<file path="config.mk">
export PLATFORM = sky130hd
export DESIGN_NAME = multicycle_control_unit
export DESIGN_NICKNAME = d
export VERILOG_FILES = /design/src/rtl/multicycle_control_unit.sv
export SDC_FILE = /design/constraint.sdc
export NUM_CORES = 1
export LEC_CHECK = 0
export CAP_MARGIN = 30
export CELL_PAD_IN_SITES_DETAIL_PLACEMENT = 0
export CELL_PAD_IN_SITES_GLOBAL_PLACEMENT = 1
export CORE_ASPECT_RATIO = 0.8
export CORE_MARGIN = 2
export CORE_UTILIZATION = 43
export DETAILED_ROUTE_END_ITERATION = 10
export DONT_BUFFER_PORTS = 1
export GPL_ROUTABILITY_DRIVEN = 1
export PLACE_DENSITY_LB_ADDON = 0.1
export REMOVE_ABC_BUFFERS = 1
export SYNTH_ARGS = -nofsm -noshare
export SYNTH_HDL_FRONTEND = slang
export SYNTH_SLANG_ARGS = --single-unit
</file>
<file path="constraint.sdc">
create_clock -name clk -period 1.9 [get_ports clk]
set_input_delay 0.285 -clock clk [delete_from_list [all_inputs] [get_ports clk]]
set_output_delay 0.285 -clock clk [all_outputs]
set_load 0.03 [all_outputs]
</file>
<file path="src/rtl/multicycle_control_unit.sv">
// rtl/multicycle_control_unit.sv - multi-cycle FETCH/DECODE/EXECUTE/MEM/WB sequencer for an RV32I datapath
module multicycle_control_unit #(
    parameter logic [31:0] RESET_INSTR = 32'h0000_0013
) (
    input  logic        clk,
    input  logic        rst,
    output logic        i_req,
    input  logic        i_ack,
    input  logic [31:0] iData_in,
    output logic [31:0] iData,
    output logic [3:0]  ALU_Controls,
    output logic        ALUSrcMuxSel,
    output logic [1:0]  RAM2RegWSel,
    output logic        reg_wr_en,
    output logic        branch,
    output logic        pc_en,
    output logic        d_req,
    output logic        d_we,
    input  logic        d_ack,
    output logic        illegal,
    output logic [31:0] instret
);

    typedef enum logic [2:0] {
        S_FETCH,
        S_DECODE,
        S_EXECUTE,
        S_MEM,
        S_WB,
        S_TRAP
    } state_t;

    state_t state, state_nx;
    logic   started;
    logic   mem_first;

    logic [6:0] opcode;
    logic [2:0] funct3;
    logic       funct7_b5;
    logic       is_r, is_i, is_ld, is_st, is_br, is_lui, is_auipc;
    logic       imm_sel;
    logic [3:0] alu_dec;
    logic [1:0] wb_sel;

    assign opcode    = iData[6:0];
    assign funct3    = iData[14:12];
    assign funct7_b5 = iData[30];

    assign is_r     = (opcode == 7'b0110011);
    assign is_i     = (opcode == 7'b0010011);
    assign is_ld    = (opcode == 7'b0000011);
    assign is_st    = (opcode == 7'b0100011);
    assign is_br    = (opcode == 7'b1100011);
    assign is_lui   = (opcode == 7'b0110111);
    assign is_auipc = (opcode == 7'b0010111);
    assign imm_sel  = is_i | is_ld | is_st;

    // Only shift-right immediates carry an op bit in imm[10]; other I-ALU immediates must not leak it.
    always_comb begin
        alu_dec = 4'b0000;
        if (is_r)
            alu_dec = {funct7_b5, funct3};
        else if (is_i)
            alu_dec = (funct3 == 3'b101) ? {funct7_b5, funct3} : {1'b0, funct3};
        else if (is_br)
            alu_dec = {1'b1, funct3};
    end

    always_comb begin
        wb_sel = 2'd0;
        if (is_ld)
            wb_sel = 2'd1;
        else if (is_lui)
            wb_sel = 2'd2;
        else if (is_auipc)
            wb_sel = 2'd3;
    end

    always_ff @(posedge clk or posedge rst) begin
        if (rst) begin
            state     <= S_FETCH;
            iData     <= RESET_INSTR;
            instret   <= 32'd0;
            started   <= 1'b0;
            mem_first <= 1'b0;
        end else begin
            state     <= state_nx;
            started   <= 1'b1;
            mem_first <= (state == S_EXECUTE);
            if (i_req && i_ack)
                iData <= iData_in;
            if (pc_en)
                instret <= instret + 32'd1;
        end
    end

    always_comb begin
        state_nx     = state;
        i_req        = 1'b0;
        d_req        = 1'b0;
        d_we         = 1'b0;
        reg_wr_en    = 1'b0;
        pc_en        = 1'b0;
        branch       = 1'b0;
        ALUSrcMuxSel = 1'b0;
        RAM2RegWSel  = 2'd0;
        ALU_Controls = 4'b0000;
        illegal      = 1'b0;
        case (state)
            S_FETCH: begin
                i_req = started;
                if (started && i_ack)
                    state_nx = S_DECODE;
            end
            S_DECODE: begin
                ALU_Controls = alu_dec;
                ALUSrcMuxSel = imm_sel;
                if (is_r | is_i | is_ld | is_st | is_br)
                    state_nx = S_EXECUTE;
                else if (is_lui | is_auipc)
                    state_nx = S_WB;
                else
                    state_nx = S_TRAP;
            end
            S_EXECUTE: begin
                ALU_Controls = alu_dec;
                ALUSrcMuxSel = imm_sel;
                if (is_br) begin
                    branch   = 1'b1;
                    pc_en    = 1'b1;
                    state_nx = S_FETCH;
                end else if (is_ld | is_st) begin
                    state_nx = S_MEM;
                end else begin
                    state_nx = S_WB;
                end
            end
            S_MEM: begin
                ALU_Controls = alu_dec;
                ALUSrcMuxSel = 1'b1;
                d_req        = 1'b1;
                d_we         = is_st;
                // Store PC update is pulsed on MEM entry so no output depends on d_ack.
                pc_en        = is_st & mem_first;
                if (d_ack)
                    state_nx = is_st ? S_FETCH : S_WB;
            end
            S_WB: begin
                ALU_Controls = alu_dec;
                ALUSrcMuxSel = imm_sel;
                reg_wr_en    = 1'b1;
                pc_en        = 1'b1;
                RAM2RegWSel  = wb_sel;
                state_nx     = S_FETCH;
            end
            S_TRAP: begin
                illegal = 1'b1;
            end
            default: state_nx = S_FETCH;
        endcase
    end

endmodule

</file>
# [Word-level counts from Yosys, hierarchy flattened]
# Cells that the tools add are included.
[totals] inputBits=36 register_bits=69 elab_cells=63 output_inout_bits=78
[classes] muxes=26 eq_ne=15 n_reduce_logical=6 add_sub_neg=1 bitwise_logic=10
[ops] operator="32-bit by 1-bit adder with 32-bit output (second input constant)" n=1
[ops] operator="7-bit by 6-bit equality test with 1-bit output (second input constant)" n=3
[ops] operator="4-bit 2-to-1 mux" n=5
[ops] operator="3-bit 2-to-1 mux" n=6
[ops] operator="3-bit one-hot mux with 5 select lines" n=1
[ops] operator="7-bit by 5-bit equality test with 1-bit output (second input constant)" n=2
[ops] operator="3-bit equality test (second input constant)" n=3
[ops] operator="1-bit 2-to-1 mux" n=8
[ops] operator="2-bit 2-to-1 mux" n=4
[ops] operator="1-bit bitwise OR" n=8
[ops] operator="7-bit by 2-bit equality test with 1-bit output (second input constant)" n=1
[ops] operator="7-bit equality test (second input constant)" n=1
[ops] operator="3-bit by 2-bit equality test with 1-bit output (second input constant)" n=2
[ops] operator="2-bit != test (second input constant)" n=2
[ops] operator="4-bit OR reduction" n=1
[ops] operator="3-bit by 1-bit equality test with 1-bit output (second input constant)" n=1
[ops] operator="3-bit zero test" n=1
[ops] operator="1-bit one-hot mux with 3 select lines" n=1
[ops] operator="3-bit AND reduction" n=1
[ops] operator="3-bit OR reduction" n=1
[ops] operator="1-bit logical AND" n=2
[ops] operator="1-bit one-hot mux with 2 select lines" n=1
[ops] operator="1-bit AND" n=1
[ops] operator="1-bit NOT" n=1

# [Longest topological paths before layout]
# Gate-level depths: netlist of the first run.
[depth] word_depth=7 mapped_depth=7 mapped_depth_nobuf=6

# [Worst setup path before layout of the first run]
# OpenSTA, ideal clock, no wires.
[synth_path] path_type="reg-to-output" start="register state[0]" end="output port RAM2RegWSel[0]" stages_incl_launch_ff=5 slack_ns=-0.439 required_time_ns=1.615 n_path_buf=1 arrival_ns=2.054 cell_sequence="dfrtp_1 buf_2 or3b_2 or3_1 nor3_1"
[synth_between] elab_chain_len=2
[synth_rtl] element="from (decl)" line="33" rtl="state_t state, state_nx;"
[synth_rtl] element="from (signal assigned)" line="87" rtl="state <= state_nx;"
[synth_rtl] element="3-bit equality test" line="109" rtl="case (state)"
[synth_rtl] element="2-bit 2-to-1 mux" line="109"
[synth_rtl] element="to (decl)" line="13" rtl="output logic [1:0] RAM2RegWSel,"
# No other way between the ends.

# [Worst setup path after layout of the first run]
[layout_path] start="register iData[1]" end="output port pc_en"
[layout_between] elab_chain_len=3 word_cells_on_any_way=5 classes_between="2 x eq/ne; 2 x mux; 1 x bitwise"
[layout_rtl] element="from (decl)" line="10" rtl="output logic [31:0] iData,"
[layout_rtl] element="from (signal assigned)" line="91" rtl="iData <= iData_in;"
[layout_rtl] element="7-bit by 6-bit equality test with 1-bit output or 7-bit equality test (tied branches)" line="52, 53"
[layout_rtl] element="1-bit AND or 1-bit 2-to-1 mux (tied branches)" line="144, 128"
[layout_rtl] element="1-bit one-hot mux with 3 select lines *" line="109"
[layout_rtl] element="to (decl)" line="16" rtl="output logic pc_en,"
# Mark *: on every way between the ends. The rest lies on a longest branch, timed or not.

==> insert_results.sql, run 1 <==
INSERT INTO impl_metrics (metric_group, metric, value, unit) VALUES
('route', 'wl_met2', '3430', 'um'),
('clock_tree', 'cts_htree_levels', '3', ''),
('route', 'vias_per_cell', '5.21', ''),
('grt', 'antenna_found_initial', '0', ''),
('setup_path', 'crit_family', 'flip-flops', ''),
('outcome', 'violations', 'setup timing', ''),
('setup_path', 'timing.critical_path.slowest_stage_cell', 'sky130_fd_sc_hd__dfstp_2', ''),
('route', 'route.vias.total', '2330', ''),
('layout', 'final_core_utilization', '0.590', ''),
('synth', 'yosys_register_bits', '69', ''),
('run', 'max_cap_viol_count', '0', ''),
('route', 'routed.top_layer', 'met4', ''),
('power', 'static-leakage-power', '2.00', 'nW'),
('clock_tree', 'cts_tree', 'built', ''),
('power', 'fraction_of_power_consumed_by_combinational_cells', '0.404', ''),
('power', 'seq_power_share', '0.427', ''),
('timing', 'layout_worst_path_cycle_share', '1.14', ''),
('setup_path', 'critical_path_arrival', '1.87', 'ns'),
('power', 'share_clk_of_total_power', '0.170', ''),
('timing', 'fin_worst_skew', '0.00541', 'ns'),
('power', 'p_int', '3.66', 'mW'),
('route', 'detail_route.drc_violations', '0', ''),
('layout', 'antenna_cells', '0', ''),
('placed_design', 'dpl.hpwl', '5220', 'um'),
('clock_tree', 'clockRootBuffer', 'sky130_fd_sc_hd__clkbuf_8', ''),
('clock_tree', 'clk_pin_slew_worst_paths', '0.07', 'ns'),
('setup_path', 'worst_setup_path_startpoint', 'iData[1]', ''),
('synth', 'synth-edff-count', '0', ''),
('synth', 'dominantRegCellSynth', 'sky130_fd_sc_hd__dfrtp_1', ''),
('setup_path', 'cp-end-kind', 'output port', ''),
('setup_path', 'regToRegEndpoint', 'instret[23]', ''),
('die', 'std_cell_rows', '28', ''),
('min_path', 'holdPathStages', '1', ''),
('synth', 'async_s_r_ff_share_synth', '1.00', ''),
('synth', 'yosysSeqAreaShare', '0.541', ''),
('timing', 'final-max-slew-violation-count', '0', ''),
('route', 'drt_pass1_iterations', '4', ''),
('layout', 'drive_above_1_share', '0.451', ''),
('min_path', 'worst_hold_path_type', 'in -> reg', ''),
('setup_path', 'cp_slowest_stage_delay', '0.57', 'ns'),
('setup_path', 'largest_fanout_of_any_net_on_the_critical_path', '10', ''),
('timing', 'setup_viol_count_final', '31', ''),
('timing', 'post-route-worst-setup-slack', '-0.257', 'ns'),
('layout', 'layout.filler_cells', '631', ''),
('die', 'die_y', '81.2', 'um'),
('timing', 'finalHoldViolCount', '0', ''),
('die', 'io_pins', '114', ''),
('die', 'die-area', '0.00815', 'mm^2'),
('setup_path', 'crit_chain', 'nand4bb_4 > buf_6 > o31a_1 > nand2_2 > buf_12 > buf_8', ''),
('outcome', 'run_status', 'finished with violations', ''),
('layout', 'layout-area-overhead-vs-synth', '35.0', '%'),
('clock_tree', 'clock_sinks', '69', ''),
('min_path', 'holdCritStartpoint', 'd_ack', ''),
('synth', 'synthesis.area', '0.00320', 'mm^2'),
('power', 'vdd_drop_max', '0.850', 'mV'),
('power', 'netsw', '2.73', 'mW'),
('grt', 'grt.total_usage', '0.180', ''),
('synth', 'yosysWarnings', '0', ''),
('placed_design', 'placement.io_buffers', '0', ''),
('placed_design', 'globalplace.congestion', '0.779', ''),
('power', 'p_sw_frac', '0.427', ''),
('setup_path', 'criticalPathCategory', 'reg -> out', ''),
('layout', 'fin_area', '0.00432', 'mm^2'),
('die', 'core-area', '0.00732', 'mm^2'),
('setup_path', 'crit_path_start_kind', 'flip-flop', ''),
('setup_path', 'r2r_slack', '-0.22', 'ns'),
('grt', 'grt_first_pass_wirelength', '11100', 'um'),
('grt', 'grt_pass1_vias', '2247', ''),
('route', 'routedLengthMet1', '3260', 'um'),
('setup_path', 'worst-path-buf-inv', '3', ''),
('power', 'power.density', '1480', 'mW/mm^2');
==> worst max-delay path by stage <==
stage	slack, ns	depth (start not counted)	endpoint
after floorplan	-0.48	4	instret[1]
after global placement	-0.05	5	instret[1]
after detailed placement	-0.12	6	instret[18]
after CTS	-0.26	4	RAM2RegWSel[0]
after global routing	-0.32	5	pc_en
final	-0.26	6	pc_en
==> power by group through the flow <==
stage | sequential (mW) | combinational (mW) | clock (mW)
global placement | 2.73 | 2.17 | 0
global route | 2.79 | 2.76 | 1.19
floorplan | 3.13 | 0.977 | 0
CTS | 2.72 | 2.39 | 1.13
detailed placement | 2.74 | 2.19 | 0
finish | 2.72 | 2.58 | 1.08
==> flip-flops by register name (all words and copies together) (netlist names) <==
name	flops
state	3
started	1
iData	32
mem_first	1
instret	32
==> cells in the final DEF (no fill, tap or decap), types with 3 or more instances in the layout <==
cell type	count
sky130_fd_sc_hd__dfrtp_1	65
sky130_fd_sc_hd__buf_4	57
sky130_fd_sc_hd__mux2_2	33
sky130_fd_sc_hd__xnor2_1	25
sky130_fd_sc_hd__nand2_1	20
sky130_fd_sc_hd__buf_6	18
sky130_fd_sc_hd__nand4_1	11
sky130_fd_sc_hd__clkbuf_8	11
sky130_fd_sc_hd__nand3_1	10
sky130_fd_sc_hd__nor2_1	7
sky130_fd_sc_hd__xor2_1	7
sky130_fd_sc_hd__inv_1	5
sky130_fd_sc_hd__and3_1	5
sky130_fd_sc_hd__nor3_1	4
sky130_fd_sc_hd__o21ai_0	4
sky130_fd_sc_hd__and2_4	4
sky130_fd_sc_hd__buf_12	4
sky130_fd_sc_hd__inv_2	3
sky130_fd_sc_hd__nand2b_1	3
sky130_fd_sc_hd__nor4_1	3
sky130_fd_sc_hd__dfstp_2	3
==> metrics by stage <==
| step | std cells | TNS, ns | hold WS, ns | worst slack (ns) |
|---|---|---|---|---|
| 2_1_floorplan | 260 | -26.31 | 0.394 | -0.479 |
| 3_3_place_gp | 419 | -0.220 | 0.212 | -0.0478 |
| 3_5_place_dp | 419 | -0.879 | 0.219 | -0.120 |
| 4_1_cts | 443 | -3.22 | 0.0444 | -0.262 |
| 5_1_grt | 447 | -6.35 | 0.0372 | -0.316 |
| 6_report | 447 | -3.83 | 0.0537 | -0.257 |
==> repair_timing <==
| action | in CTS | in global routing |
|---|---|---|
| hold buffers | 1 | 0 |
| pin swaps | 17 | 11 |
| cloned | 0 | 0 |
| hold endpoints to repair | 17 | 0 |
| gates resized for setup | 33 | 22 |
| endpoints found under the setup margin | 29 | 33 |
| setup buffers | 7 | 4 |
==> synthesized netlist by cell type, types with 3 or more instances <==
cell type                  instances  area share
sky130_fd_sc_hd__mux2_2           33        0.12
sky130_fd_sc_hd__nand3_1          11       0.017
sky130_fd_sc_hd__a211oi_1          3      0.0070
sky130_fd_sc_hd__buf_2             6      0.0094
sky130_fd_sc_hd__dfrtp_1          66        0.52
sky130_fd_sc_hd__and2_1            5      0.0098
sky130_fd_sc_hd__xor2_1            7       0.019
sky130_fd_sc_hd__nand2b_1          3      0.0059
sky130_fd_sc_hd__xnor2_1          25       0.068
sky130_fd_sc_hd__and3_1            5      0.0098
sky130_fd_sc_hd__nor3_1            7       0.011
sky130_fd_sc_hd__nor4_1            4      0.0078
sky130_fd_sc_hd__nand4_1          11       0.022
sky130_fd_sc_hd__o21ai_0           7       0.011
sky130_fd_sc_hd__dfstp_2           3       0.025
sky130_fd_sc_hd__inv_1             8      0.0094
sky130_fd_sc_hd__nand2_1          21       0.025
sky130_fd_sc_hd__nor2_1           11       0.013
==> logic make-up (layout without fill, tap and decap cells) <==
kind of cell | Yosys count | in the layout | synth area share
simple gates | 92 | 92 | 0.166
flops | 69 | 69 | 0.541
mux | 33 | 33 | 0.116
xor+xnor | 32 | 32 | 0.0876
compound gates | 23 | 23 | 0.0579
buf+inv | 17 | 105 | 0.0235
fa+ha+maj | 2 | 2 | 0.00704
other cells | 1 | 1 | 0.00117
==> cell type report <==
| type | instances | area, um^2 | share of cell area |
|---|---|---|---|
| sequential | 69 | 1730 | 0.401 |
| clock buffer | 13 | 159 | 0.0368 |
| inverter | 8 | 30.0 | 0.00695 |
| clock inverter | 3 | 20.0 | 0.00464 |
| multi-input combinational | 183 | 1530 | 0.354 |
| timing repair buffer | 81 | 736 | 0.170 |
| tap | 90 | 113 | 0.0261 |
==> worst register-to-register path, cell delays in order (launching register included) <==
cell and delay (ns):
sky130_fd_sc_hd__dfstp_2 0.57, sky130_fd_sc_hd__nand4bb_4 0.15, sky130_fd_sc_hd__buf_6 0.15, sky130_fd_sc_hd__o31a_1 0.30
sky130_fd_sc_hd__buf_4 0.15, sky130_fd_sc_hd__buf_6 0.12, sky130_fd_sc_hd__a21boi_4 0.26, sky130_fd_sc_hd__and3_1 0.21
sky130_fd_sc_hd__xor2_1 0.14
==> per-layer routing <==
metal	up-vias	global-route usage
met4	0	0.0493
met1	1133	0.245
met3	8	0.0775
li1	1116	-
met2	73	0.263
met5	-	0
Power figures use the tool's default switching activity.
==> run 2, diff against run 1 <==
==> constraint.sdc (replaced) <==
create_clock -name clk -period 1.9 [get_ports clk]
set_input_delay 0.38 -clock clk [delete_from_list [all_inputs] [get_ports clk]]
set_output_delay 0.38 -clock clk [all_outputs]
set_load 0.03 [all_outputs]
==> run 2 against run 1 <==
The run still ends with setup timing left; power is 7.6% higher; via count is 1.7% higher; final area is 4.5% higher; critical path type unchanged; critical endpoint unchanged; highest routed layer unchanged.
==> insert_results.sql, run 2 (same netlist as run 1, synthesis figures left out) <==
INSERT INTO impl_metrics (metric_group, metric, value, unit) VALUES
('timing', 'period_needed', '2.24', 'ns'),
('clock_tree', 'cts_htree_levels', '3', ''),
('die', 'start_util', '0.437', ''),
('route', 'detail_route.drc_violations', '0', ''),
('timing', 'worst_pin_slew', '0.594', 'ns'),
('grt', 'grt.total_usage', '0.185', ''),
('route', 'drt_iter0_drc', '58', ''),
('grt', 'grt_first_pass_wirelength', '11400', 'um'),
('die', 'core-area', '0.00732', 'mm^2'),
('layout', 'finalNetCount', '396', ''),
('grt', 'antenna_found_initial', '0', ''),
('timing', 'fin_worst_skew', '0.0127', 'ns'),
('timing', 'worst_slew_margin_rel', '0.601', ''),
('route', 'route.vias.total', '2369', ''),
('placed_design', 'placement.io_buffers', '0', ''),
('layout', 'layout.filler_cells', '611', ''),
('route', 'residual_antenna_violating_net_count_after_detailed_routing', '0', ''),
('clock_tree', 'cts_tree', 'built', ''),
('setup_path', 'cp-end-kind', 'output port', ''),
('die', 'die-area', '0.00815', 'mm^2'),
('clock_tree', 'clockRootBuffer', 'sky130_fd_sc_hd__clkbuf_8', ''),
('die', 'std_cell_rows', '28', ''),
('power', 'power.density', '1520', 'mW/mm^2'),
('grt', 'overflow', '0', ''),
('outcome', 'violations', 'setup timing', ''),
('timing', 'layout_worst_path_cycle_share', '1.18', ''),
('die', 'die_y', '81.2', 'um'),
('setup_path', 'crit_path_start_kind', 'flip-flop', ''),
('outcome', 'run_status', 'finished with violations', ''),
('route', 'route.detailed.wl_per_inst', '16.6', 'um'),
('clock_tree', 'clock_sinks', '69', ''),
('route', 'routed_wl', '7550', 'um'),
('placed_design', 'post_place_setup_slack', '-0.132', 'ns'),
('placed_design', 'dp.cells', '421', ''),
('timing', 'final-max-slew-violation-count', '0', ''),
('setup_path', 'largest_fanout_of_any_net_on_the_critical_path', '4', ''),
('route', 'vias_per_cell', '5.22', ''),
('clock_tree', 'clk_pin_slew_worst_paths', '0.08', 'ns'),
('clock_tree', 'cts_inserted_buffers', '9', ''),
('clock_tree', 'clock_path_buffers', '2', ''),
('layout', 'drive_above_1_share', '0.481', ''),
('layout', 'final_core_utilization', '0.617', ''),
('grt', 'pin_count_of_the_biggest_net_entering_global_routing', '33', ''),
('timing', 'setup_repair_after_global_routing_missed_its_margin', 'true', ''),
('timing', 'finalHoldViolCount', '0', ''),
('layout', 'final_common_cell', 'sky130_fd_sc_hd__dfrtp_1', ''),
('layout', 'most-common-layout-cells', '66 x sky130_fd_sc_hd__dfrtp_1, 63 x sky130_fd_sc_hd__buf_4, 33 x sky130_fd_sc_hd__mux2_2', ''),
('layout', 'layout-area-overhead-vs-synth', '41.1', '%'),
('layout', 'fin_cells', '454', ''),
('layout', 'top_regs', 'iData (32), instret (32), state (3)', ''),
('power', 'vdd_drop_max', '0.800', 'mV'),
('setup_path', 'worstPathRequired', '1.52', 'ns'),
('placed_design', 'globalplace.congestion', '0.812', ''),
('die', 'io_pins', '114', ''),
('run', 'max_cap_viol_count', '0', ''),
('route', 'drt_pass1_iterations', '4', ''),
('power', 'totalPowerFinal', '6.87', 'mW'),
('clock_tree', 'clock_insertion_delay_worst_skew', '0.34', 'ns'),
('timing', 'post-route-worst-setup-slack', '-0.340', 'ns'),
('timing', 'maxClockFrequency', '0.446', 'GHz'),
('setup_path', 'criticalPathCategory', 'reg -> out', ''),
('grt', 'grt_pass1_vias', '2297', ''),
('power', 'static-leakage-power', '2.05', 'nW'),
('layout', 'fin_area', '0.00451', 'mm^2'),
('placed_design', 'dpl.hpwl', '5360', 'um'),
('timing', 'setup_viol_count_final', '37', ''),
('setup_path', 'critical_path_arrival', '1.86', 'ns'),
('placed_design', 'placed_area', '0.00385', 'mm^2'),
('min_path', 'worst_hold_path_type', 'in -> reg', ''),
('layout', 'antenna_cells', '0', ''),
('die', 'die-width', '100', 'um');
-- run 2: final cells by class --
cell class	count	area, um^2	area share
tap	90	113	0.0249
clock buffer	11	151	0.0335
sequential	69	1730	0.383
clock inverter	5	106	0.0236
inverter	8	33.8	0.00748
multi-input combinational	183	1580	0.350
timing repair buffer	88	801	0.177
-- run 2: metal layers --
layer	track usage	wire length [um]	vias to the layer above
met5	0	0	-
met2	0.284	3570	81
met4	0.0452	68	0
met3	0.0861	536	9
li1	-	-	1125
met1	0.239	3380	1154
-- run 2: final timing paths --
check,from,to,slack (ns),cells past startpoint
worst max-delay path,iData[1],pc_en,-0.34,4
worst min-delay path,d_ack,state[1],0.14,1
worst max register to register,iData[1],instret[21],-0.34,7
worst min register to register,instret[1],instret[1],0.58,1
max in group asynchronous,rst,iData[4],0.93,3
min in group asynchronous,rst,instret[4],0.42,2
-- run 2: critical path, cell delays in order (launching register included) --
cell and delay, ns:
sky130_fd_sc_hd__dfstp_2 0.57, sky130_fd_sc_hd__nand4bb_4 0.15, sky130_fd_sc_hd__or4_4 0.59, sky130_fd_sc_hd__nand2_8 0.10, sky130_fd_sc_hd__buf_12 0.11
-- run 2: timing repair --
action / in CTS / in global routing
pin swaps: 13 / 12
hold endpoints to repair: 6 / 0
gates resized for setup: 32 / 33
cloned: 0 / 1
buffers inserted: 12 / 5
hold buffers: 1 / 0
endpoints found under the setup margin: 38 / 44
-- run 2: where the power goes --
part           internal [mW]  total (mW)  switching (mW)
clock network          0.946        1.51           0.566
registers               1.92        2.73           0.807
logic                   1.23        2.63            1.40
-- run 2: through the flow --
step | hold slack, ns | TNS (ns)
after floorplan | 0.489 | -33.51
after global placement | 0.206 | -0.836
after detailed placement | 0.208 | -1.40
after CTS | 0.129 | -5.23
after global routing | 0.103 | -9.84
final | 0.140 | -5.53
